[config.mk]
export PLATFORM = sky130hd
export DESIGN_NAME = data_mem_ctrl
export DESIGN_NICKNAME = d
export VERILOG_FILES = /design/src/rtl/data_mem_ctrl.sv
export SDC_FILE = /design/constraint.sdc
export NUM_CORES = 1
export LEC_CHECK = 0
export CELL_PAD_IN_SITES_DETAIL_PLACEMENT = 2
export CELL_PAD_IN_SITES_GLOBAL_PLACEMENT = 2
export CORE_MARGIN = 2
export CORE_UTILIZATION = 27
export DETAILED_ROUTE_END_ITERATION = 16
export GPL_ROUTABILITY_DRIVEN = 0
export PLACE_DENSITY_LB_ADDON = 0.1
export RECOVER_POWER = 25
export SYNTH_ARGS = -nofsm -noshare
export SYNTH_HDL_FRONTEND = slang
export SYNTH_SLANG_ARGS = --single-unit
[constraint.sdc]
create_clock -name clk -period 4.2 [get_ports clk]
set_input_delay 0.42 -clock clk [delete_from_list [all_inputs] [get_ports clk]]
set_output_delay 0.42 -clock clk [all_outputs]
set_load 0.1 [all_outputs]
[src/rtl/data_mem_ctrl.sv]
// data_mem_ctrl: load/store bus controller between the memory stage and data memory.
// Builds byte-lane enables and replicated store data, runs a req/ack handshake,
// stalls the core until the transfer retires, and hands the raw read word plus
// the latched address bits A1A0 to the downstream load-alignment stage.
//
// Optional feature macro: MISALIGN_TRAP_EN
//   defined   : misaligned lh/sh (A0=1) and lw/sw (A1A0!=0) fault without a bus cycle
//   undefined : no alignment check; sh uses A1 only, lw/sw use the word address
//
// Parameters
//   AW           byte-address width
//   TIMEOUT_CYC  cycles in REQ without bus_ack before the access is aborted (>=1)
//
// Ports
//   clk, rst_n              clock (rising edge), async active-low reset
//   core_rd, core_wr        load / store request, held by core while stall=1
//   lb, lh, lw              load size, one-hot, qualified by core_rd
//   sb, sh, sw              store size, one-hot, qualified by core_wr
//   addr, wdata             byte address, right-justified store data
//   stall                   core must hold its state this cycle
//   rdata_word, a1a0        raw memory word and latched addr[1:0]
//   rdata_valid             one-cycle pulse, load data valid
//   err                     one-cycle pulse, access faulted
//   bus_req/we/addr/be/wdata memory request side
//   bus_rdata, bus_ack      memory response side

module data_mem_ctrl #(
    parameter int AW          = 32,
    parameter int TIMEOUT_CYC = 16
) (
    input  logic          clk,
    input  logic          rst_n,
    input  logic          core_rd,
    input  logic          core_wr,
    input  logic          lb,
    input  logic          lh,
    input  logic          lw,
    input  logic          sb,
    input  logic          sh,
    input  logic          sw,
    input  logic [AW-1:0] addr,
    input  logic [31:0]   wdata,
    output logic          stall,
    output logic [31:0]   rdata_word,
    output logic [1:0]    a1a0,
    output logic          rdata_valid,
    output logic          err,
    output logic          bus_req,
    output logic          bus_we,
    output logic [AW-1:0] bus_addr,
    output logic [3:0]    bus_be,
    output logic [31:0]   bus_wdata,
    input  logic [31:0]   bus_rdata,
    input  logic          bus_ack
);

    localparam int CW = (TIMEOUT_CYC > 1) ? $clog2(TIMEOUT_CYC) : 1;
    localparam logic [CW-1:0] CNT_LAST = CW'(TIMEOUT_CYC - 1);

    typedef enum logic [1:0] {
        IDLE = 2'd0,
        REQ  = 2'd1,
        DONE = 2'd2
    } state_e;

    state_e state_q, state_d;

    logic [AW-1:0] addr_q, addr_d;
    logic          we_q, we_d;
    logic          ld_q, ld_d;
    logic [3:0]    be_q, be_d;
    logic [31:0]   wd_q, wd_d;
    logic          err_q, err_d;
    logic [31:0]   rdata_q, rdata_d;
    logic [CW-1:0] cnt_q, cnt_d;

    logic        req_any;
    logic        req_one;
    logic        req_both;
    logic        misal;
    logic        fault;
    logic [3:0]  be_new;
    logic [31:0] wd_new;

    // Load size only matters downstream; loads always fetch the whole word.
    logic unused_sz;
    assign unused_sz = ^{lb, lh, lw};

    assign req_any  = core_rd | core_wr;
    assign req_one  = core_rd ^ core_wr;
    assign req_both = core_rd & core_wr;

`ifdef MISALIGN_TRAP_EN
    always_comb begin
        misal = 1'b0;
        if (core_rd) begin
            misal = (lh & addr[0]) | (lw & (addr[1:0] != 2'b00));
        end
        if (core_wr) begin
            misal = (sh & addr[0]) | (sw & (addr[1:0] != 2'b00));
        end
    end
`else
    assign misal = 1'b0;
`endif

    // Both request lines at once is a core bug; fault it without touching the bus.
    assign fault = req_both | (req_one & misal);

    // Store lane steering; loads read the full word.
    always_comb begin
        be_new = 4'b1111;
        wd_new = 32'h0;
        if (core_wr) begin
            unique case (1'b1)
                sb: begin
                    be_new = 4'b0001 << addr[1:0];
                    wd_new = {4{wdata[7:0]}};
                end
                sh: begin
                    be_new = addr[1] ? 4'b1100 : 4'b0011;
                    wd_new = {2{wdata[15:0]}};
                end
                sw: begin
                    be_new = 4'b1111;
                    wd_new = wdata;
                end
                default: begin
                    be_new = 4'b1111;
                    wd_new = wdata;
                end
            endcase
        end
    end

    // State register
    always_ff @(posedge clk or negedge rst_n) begin
        if (!rst_n) begin
            state_q <= IDLE;
        end else begin
            state_q <= state_d;
        end
    end

    // Next-state logic
    always_comb begin
        state_d = state_q;
        unique case (state_q)
            IDLE: begin
                if (fault) begin
                    state_d = DONE;
                end else if (req_one) begin
                    state_d = REQ;
                end
            end
            REQ: begin
                // ack wins over a coincident timeout
                if (bus_ack || (cnt_q == CNT_LAST)) begin
                    state_d = DONE;
                end
            end
            DONE: begin
                state_d = IDLE;
            end
            default: begin
                state_d = IDLE;
            end
        endcase
    end

    // Access context and response capture
    always_comb begin
        addr_d  = addr_q;
        we_d    = we_q;
        ld_d    = ld_q;
        be_d    = be_q;
        wd_d    = wd_q;
        err_d   = err_q;
        rdata_d = rdata_q;
        cnt_d   = cnt_q;
        unique case (state_q)
            IDLE: begin
                if (req_any) begin
                    addr_d = addr;
                    we_d   = core_wr;
                    ld_d   = core_rd & ~core_wr;
                    be_d   = be_new;
                    wd_d   = wd_new;
                    err_d  = fault;
                    cnt_d  = '0;
                    if (fault) begin
                        rdata_d = 32'h0;
                    end
                end
            end
            REQ: begin
                if (bus_ack) begin
                    err_d = 1'b0;
                    if (ld_q) begin
                        rdata_d = bus_rdata;
                    end
                end else if (cnt_q == CNT_LAST) begin
                    err_d   = 1'b1;
                    rdata_d = 32'h0;
                end else begin
                    // only reached below CNT_LAST, so it never wraps
                    cnt_d = cnt_q + 1'b1;
                end
            end
            default: begin
            end
        endcase
    end

    always_ff @(posedge clk or negedge rst_n) begin
        if (!rst_n) begin
            addr_q  <= '0;
            we_q    <= 1'b0;
            ld_q    <= 1'b0;
            be_q    <= 4'b0000;
            wd_q    <= 32'h0;
            err_q   <= 1'b0;
            rdata_q <= 32'h0;
            cnt_q   <= '0;
        end else begin
            addr_q  <= addr_d;
            we_q    <= we_d;
            ld_q    <= ld_d;
            be_q    <= be_d;
            wd_q    <= wd_d;
            err_q   <= err_d;
            rdata_q <= rdata_d;
            cnt_q   <= cnt_d;
        end
    end

    // Outputs; bus side is quiet outside REQ so reset drops it immediately.
    always_comb begin
        stall       = 1'b0;
        bus_req     = 1'b0;
        bus_we      = 1'b0;
        bus_addr    = '0;
        bus_be      = 4'b0000;
        bus_wdata   = 32'h0;
        rdata_valid = 1'b0;
        err         = 1'b0;
        rdata_word  = rdata_q;
        a1a0        = addr_q[1:0];
        unique case (state_q)
            IDLE: begin
                stall = req_any;
            end
            REQ: begin
                stall     = 1'b1;
                bus_req   = 1'b1;
                bus_we    = we_q;
                bus_addr  = {addr_q[AW-1:2], 2'b00};
                bus_be    = be_q;
                bus_wdata = wd_q;
            end
            DONE: begin
                rdata_valid = ld_q & ~err_q;
                err         = err_q;
            end
            default: begin
            end
        endcase
    end

endmodule
==> results of run 1 <==
-- sequential cells by signal, summed over array words and instances, names as in the netlist --
name,count
addr_q,32
be_q,4
cnt_q,4
err_q,1
ld_q,1
rdata_word,32
state_q,2
wd_q,32
we_q,1
-- worst min path at each step --
stage / endpoint / slack [ps] / depth (start not counted)
3_3_place_gp: addr_q[21] / 450 / 2
5_1_grt: addr_q[19] / 500 / 2
4_1_cts: rdata_word[4] / 70 / 1
3_5_place_dp: addr_q[31] / 460 / 2
2_1_floorplan: addr_q[0] / 120 / 0
6_report: addr_q[31] / 470 / 2
-- stage by stage --
stage,cells,utilization [%]
after floorplan,537,-
after global placement,977,38.3
after detailed placement,977,38.3
after CTS,993,39.9
after global routing,993,39.9
final,993,39.9
-- metal layers --
metal / part of all wire [%] / wire, µm / vias to the layer above / GRT usage (%)
li1: - / - / 2141 / -
met1: 42 / 7640 / 2341 / 21.0
met3: 6.6 / 1210 / 14 / 5.30
met4: 0.84 / 153 / 0 / 3.53
met2: 51 / 9190 / 126 / 31.4
met5: 0 / 0 / - / 0
-- worst max-delay path, delay by kind of cell, from the launching register on --
| kind | cells | cell delay, ps |
|---|---|---|
| flip-flops | 1 | 470 |
| AND/OR/NAND/NOR | 2 | 460 |
| buffers and inverters | 3 | 1070 |
-- cell usage after synthesis (2+ instances only) --
master       n
a21o_1       2
a21oi_1      4
a22o_1      16
a31oi_1      3
and2_1      69
and3_1      32
buf_1        4
buf_2        6
buf_4        5
buf_6        3
clkbuf_1    23
dfrtp_1    109
inv_1        3
mux2_2       3
mux2_4      30
mux2i_1      8
nand2_1    126
nor2_1      28
nor3_1       2
o21ai_0     38
o2bb2ai_1    2
o32a_1       2
-- layout make-up --
| cell class | count | area share [%] |
|---|---|---|
| clock buffer | 9 | 2.91 |
| inverter | 3 | 0.146 |
| sequential | 109 | 35.2 |
| multi-input combinational | 384 | 30.9 |
| clock inverter | 7 | 1.24 |
| tap | 265 | 4.28 |
| timing repair buffer | 216 | 25.3 |
-- cells by family after synthesis --
family                     share of synthesized area [%]
other                                             0.0706
AOI/OAI and AO/OA                                   8.95
and+or+nand+nor                                     24.8
buffers and inverters                               4.03
muxes                                               10.6
adders and majority gates                          0.235
DFF                                                 51.3
==> flow_summary.yaml, run 1 <==
clock_tree:
  cts_setup_buffers: 0
  clk_latency_ps: 350
  clock_sinks: 109
  cts_tree: "yes"
  clk_pin_slew_worst_paths_ps: 70
  cts-resized-gates: 0
  cts_buffers: 9
  h-tree-depth: 3
  clockBufferDepth: 2
  hold_buffers: 0
  root_buffer: "clkbuf_16"
timing:
  final.period_utilization_pct: 67.8
  whs_ps: 474
  period_minus_slack_ps: 2850
  tightestPinTransition_ps: 2450
  slew_viol_final: 43
  worst_slack_ps: 1350
  rsz0062_at_grt: "no"
  finalHoldViolCount: 0
  timing.setup.tns_ps: 0
  max_freq_mhz: 351
  skew_ps: 9.82
  finalSetupViolations: 0
  relSlewSlack_pct: -63.2
layout:
  final_nets: 831
  stdcell_area_um2: 7740
  fill_cells: 2154
  antenna_cells: 0
  final_common_cell: "clkdlybuf4s50_1"
  most-common-layout-cells: "clkdlybuf4s50_1 (138), nand2_1 (126), dfrtp_1 (109), buf_4 (75), and2_1 (69)"
  area_growth_pct: 45.6
  final_layout_size_suffix_gt1_share_pct: 18.7
  multi_input_area_um2: 2390
  seqCellArea_um2: 2730
flow_run:
  drv_cap: 1
route:
  vias: 4622
  drt_iter0_markers: 119
  wl_um: 18200
  routedWlPerCell_um: 18.3
  dr.pass1.iters: 4
  ant_nets: 0
  vias_per_cell: 4.65
  drc: 0
yosys:
  synthArstFlopShare_pct: 100
  ys_seq_elements: 109
  syn_area_per_cell_um2: 9.92
  synth_ff_type: "dfrtp_1"
  synth.top_cells.by_area: "dfrtp_1 (51%), nand2_1 (8.9%), mux2_4 (8.5%), and2_1 (8.1%), and3_1 (3.8%)"
  synth_largest_area_cell: "dfrtp_1"
  synthCells: 536
  ys_seq_area_share_pct: 51.3
  yosysTopAreaCellShare_pct: 51.3
  synth_enable_flop_cells: 0
  yosys_warnings: 0
  synth_cell_types: 40
  netlist_area_um2: 5320
global_routing:
  antenna_found_initial: 0
  grt_pass1_vias: 5234
  grt_start_max_net_pins: 103
  grt_usage_pct: 17.6
  grt_first_pass_wirelength_um: 28200
  overflow: 0
worst_setup_path:
  max_stage_delay_ps: 700
  crit_type: "flip-flop to primary output"
  ff2ff_path_depth: 6
  critPathCapture: "bus_wdata[14]"
  worstPathRequired_ps: 3780
  crit_chain: "nand2b_4 -> inv_2 -> buf_4 -> and2_1 -> buf_4"
  worstPathMaxFanout: 102
  critPathLaunch: "state_q[1]"
  crit_top_cell: "buf_4"
  startpoint_type: "flip-flop"
  worst_ep_arrival_time_ps: 2430
  r2r_start: "cnt_q[0]"
  r2r-end: "rdata_word[25]"
  r2r_slack_ps: 1830
  end_kind: "primary output"
  slowest_stage: "buf_4"
floorplanning:
  ios: 214
  fp-row-count: 51
  die_x_um: 144
  die_area_um2: 20800
  start_util_pct: 27.4
  dieHeight_um: 144
  coreArea_um2: 19400
status:
  violations: "max-capacitance violations, max-slew violations"
  status: "finished, violations left"
place:
  dp_worst_setup_slack_ps: 1440
  port_buffers: 207
  dpl.hpwl_um: 12800
  placed_cell_area_um2: 7430
min_path:
  hp-start: "addr_q[31]"
  hold_class: "flip-flop to flip-flop"
Power of run 1 is left out: the tool's default activity adds up to more than one toggle a clock period on the data nets, which glitch-free logic cannot reach.
==> run 2: changes to the inputs <==
CORE_UTILIZATION = 23   (was 27)
clock period = 2.5 ns   (was 4.2 ns; I/O delays follow)
==> run 2 against run 1 <==
Against the previous run:
- the flow now finishes without violations
- final cell count grew 2.9%
- wire length grew 1.6%
- register-to-register slack lost 1400 ps
- sequential share of layout area shrank 3.6 points
- clock-buffer cell count grew 1
- critical endpoint is now bus_addr[26]
- largest cell class is now non-clock buffers
==> flow_summary.yaml, run 2 (synthesis gave the netlist of run 1 again) <==
worst_setup_path:
  crit_type: "flip-flop to primary output"
  startpoint_type: "flip-flop"
  critPathLaunch: "state_q[1]"
  end_kind: "primary output"
  r2r_start: "cnt_q[0]"
  worst_ep_arrival_time_ps: 2050
  worstPathRequired_ps: 2250
  worstPathMaxFanout: 30
place:
  dp_worst_setup_slack_ps: 125
  dpl.hpwl_um: 13700
  port_buffers: 207
floorplanning:
  die_x_um: 156
  ios: 214
  die_area_um2: 24300
  start_util_pct: 23.5
  coreArea_um2: 22600
  dieHeight_um: 156
  fp-row-count: 55
route:
  drc: 0
  routedWlPerCell_um: 18.1
  wl_um: 18500
  ant_nets: 0
  dr.pass1.iters: 4
  drt_iter0_markers: 174
  vias: 4603
  vias_per_cell: 4.50
global_routing:
  grt_first_pass_wirelength_um: 29900
  overflow: 0
  grt_pass1_vias: 5327
  antenna_found_initial: 0
  grt_start_max_net_pins: 51
  grt_usage_pct: 15.7
timing:
  worst_slack_ps: 198
  rsz0062_at_grt: "no"
  relSlewSlack_pct: 37.5
  finalSetupViolations: 0
  final.period_utilization_pct: 92.1
  slew_viol_final: 0
  tightestPinTransition_ps: 938
  finalHoldViolCount: 0
  timing.setup.tns_ps: 0
  skew_ps: 7.10
  period_minus_slack_ps: 2300
  max_freq_mhz: 434
status:
  status: "completed"
min_path:
  hold_class: "primary input to flip-flop"
  hp-start: "addr[7]"
layout:
  antenna_cells: 0
  fill_cells: 2369
  final_common_cell: "nand2_1"
  fin_util_pct: 38.1
  most-common-layout-cells: "nand2_1 (126), dfrtp_1 (109), clkdlybuf4s50_1 (101), buf_12 (72), and2_1 (60)"
  final_layout_size_suffix_gt1_share_pct: 26.2
  area_growth_pct: 62.3
  final_nets: 841
flow_run:
  drv_cap: 0
clock_tree:
  clk_pin_slew_worst_paths_ps: 80
  h-tree-depth: 3
  clk_latency_ps: 350
  cts_buffers: 9
  cts_tree: "yes"
  clockBufferDepth: 2
  clock_sinks: 109
  root_buffer: "clkbuf_16"
-- run 2: routing by layer --
metal	GRT usage [%]	vias up	share of wire (%)
li1	-	2161	-
met1	18.6	2309	41
met2	28.1	122	51
met3	4.75	11	6.9
met4	3.41	0	0.93
met5	0	-	0
-- run 2: stage by stage --
step | cells | hold WS [ps] | instance area [µm²]
floorplan | 537 | -45.6 | 5330
global placement | 1006 | 249 | 8370
detailed placement | 1006 | 261 | 8370
CTS | 1022 | 412 | 8660
global route | 1022 | 433 | 8620
finish | 1022 | 421 | 8620
-- run 2: critical path, stage by stage (launching register included) --
cell	delay, ps
dfrtp_1	470
nand2b_4	220
inv_4	280
buf_4	330
and2_2	220
buf_12	170
-- run 2: cell type report --
class	instances	area [µm²]	share of cell area, %
Timing Repair Buffer	226	2850	33.0
Clock buffer	10	239	2.77
Multi-Input combinational cell	384	2400	27.9
Sequential cell	109	2730	31.6
Tap cell	285	357	4.13
Inverter	3	13.8	0.160
Clock inverter	5	37.5	0.435
-- run 2: path summary, 6_finish.rpt --
kind | cells past startpoint | slack, ps | endpoint
worst max-delay path | 5 | 200 | bus_addr[26]
worst min-delay path | 3 | 420 | addr_q[7]
worst max register to register | 6 | 390 | rdata_word[26]
worst min register to register | 2 | 470 | addr_q[24]
max in group asynchronous | 3 | 460 | be_q[1]
min in group asynchronous | 2 | 560 | rdata_word[3]
-- run 2: what timing repair did --
action                                  4_1_cts  5_1_grt
endpoints found under the setup margin        3        0
resized for setup                             1        0
endpoints found under the hold margin        33        0
buffers inserted                              0        0
hold buffers                                  1        0
Power of run 2 is left out for the same reason.
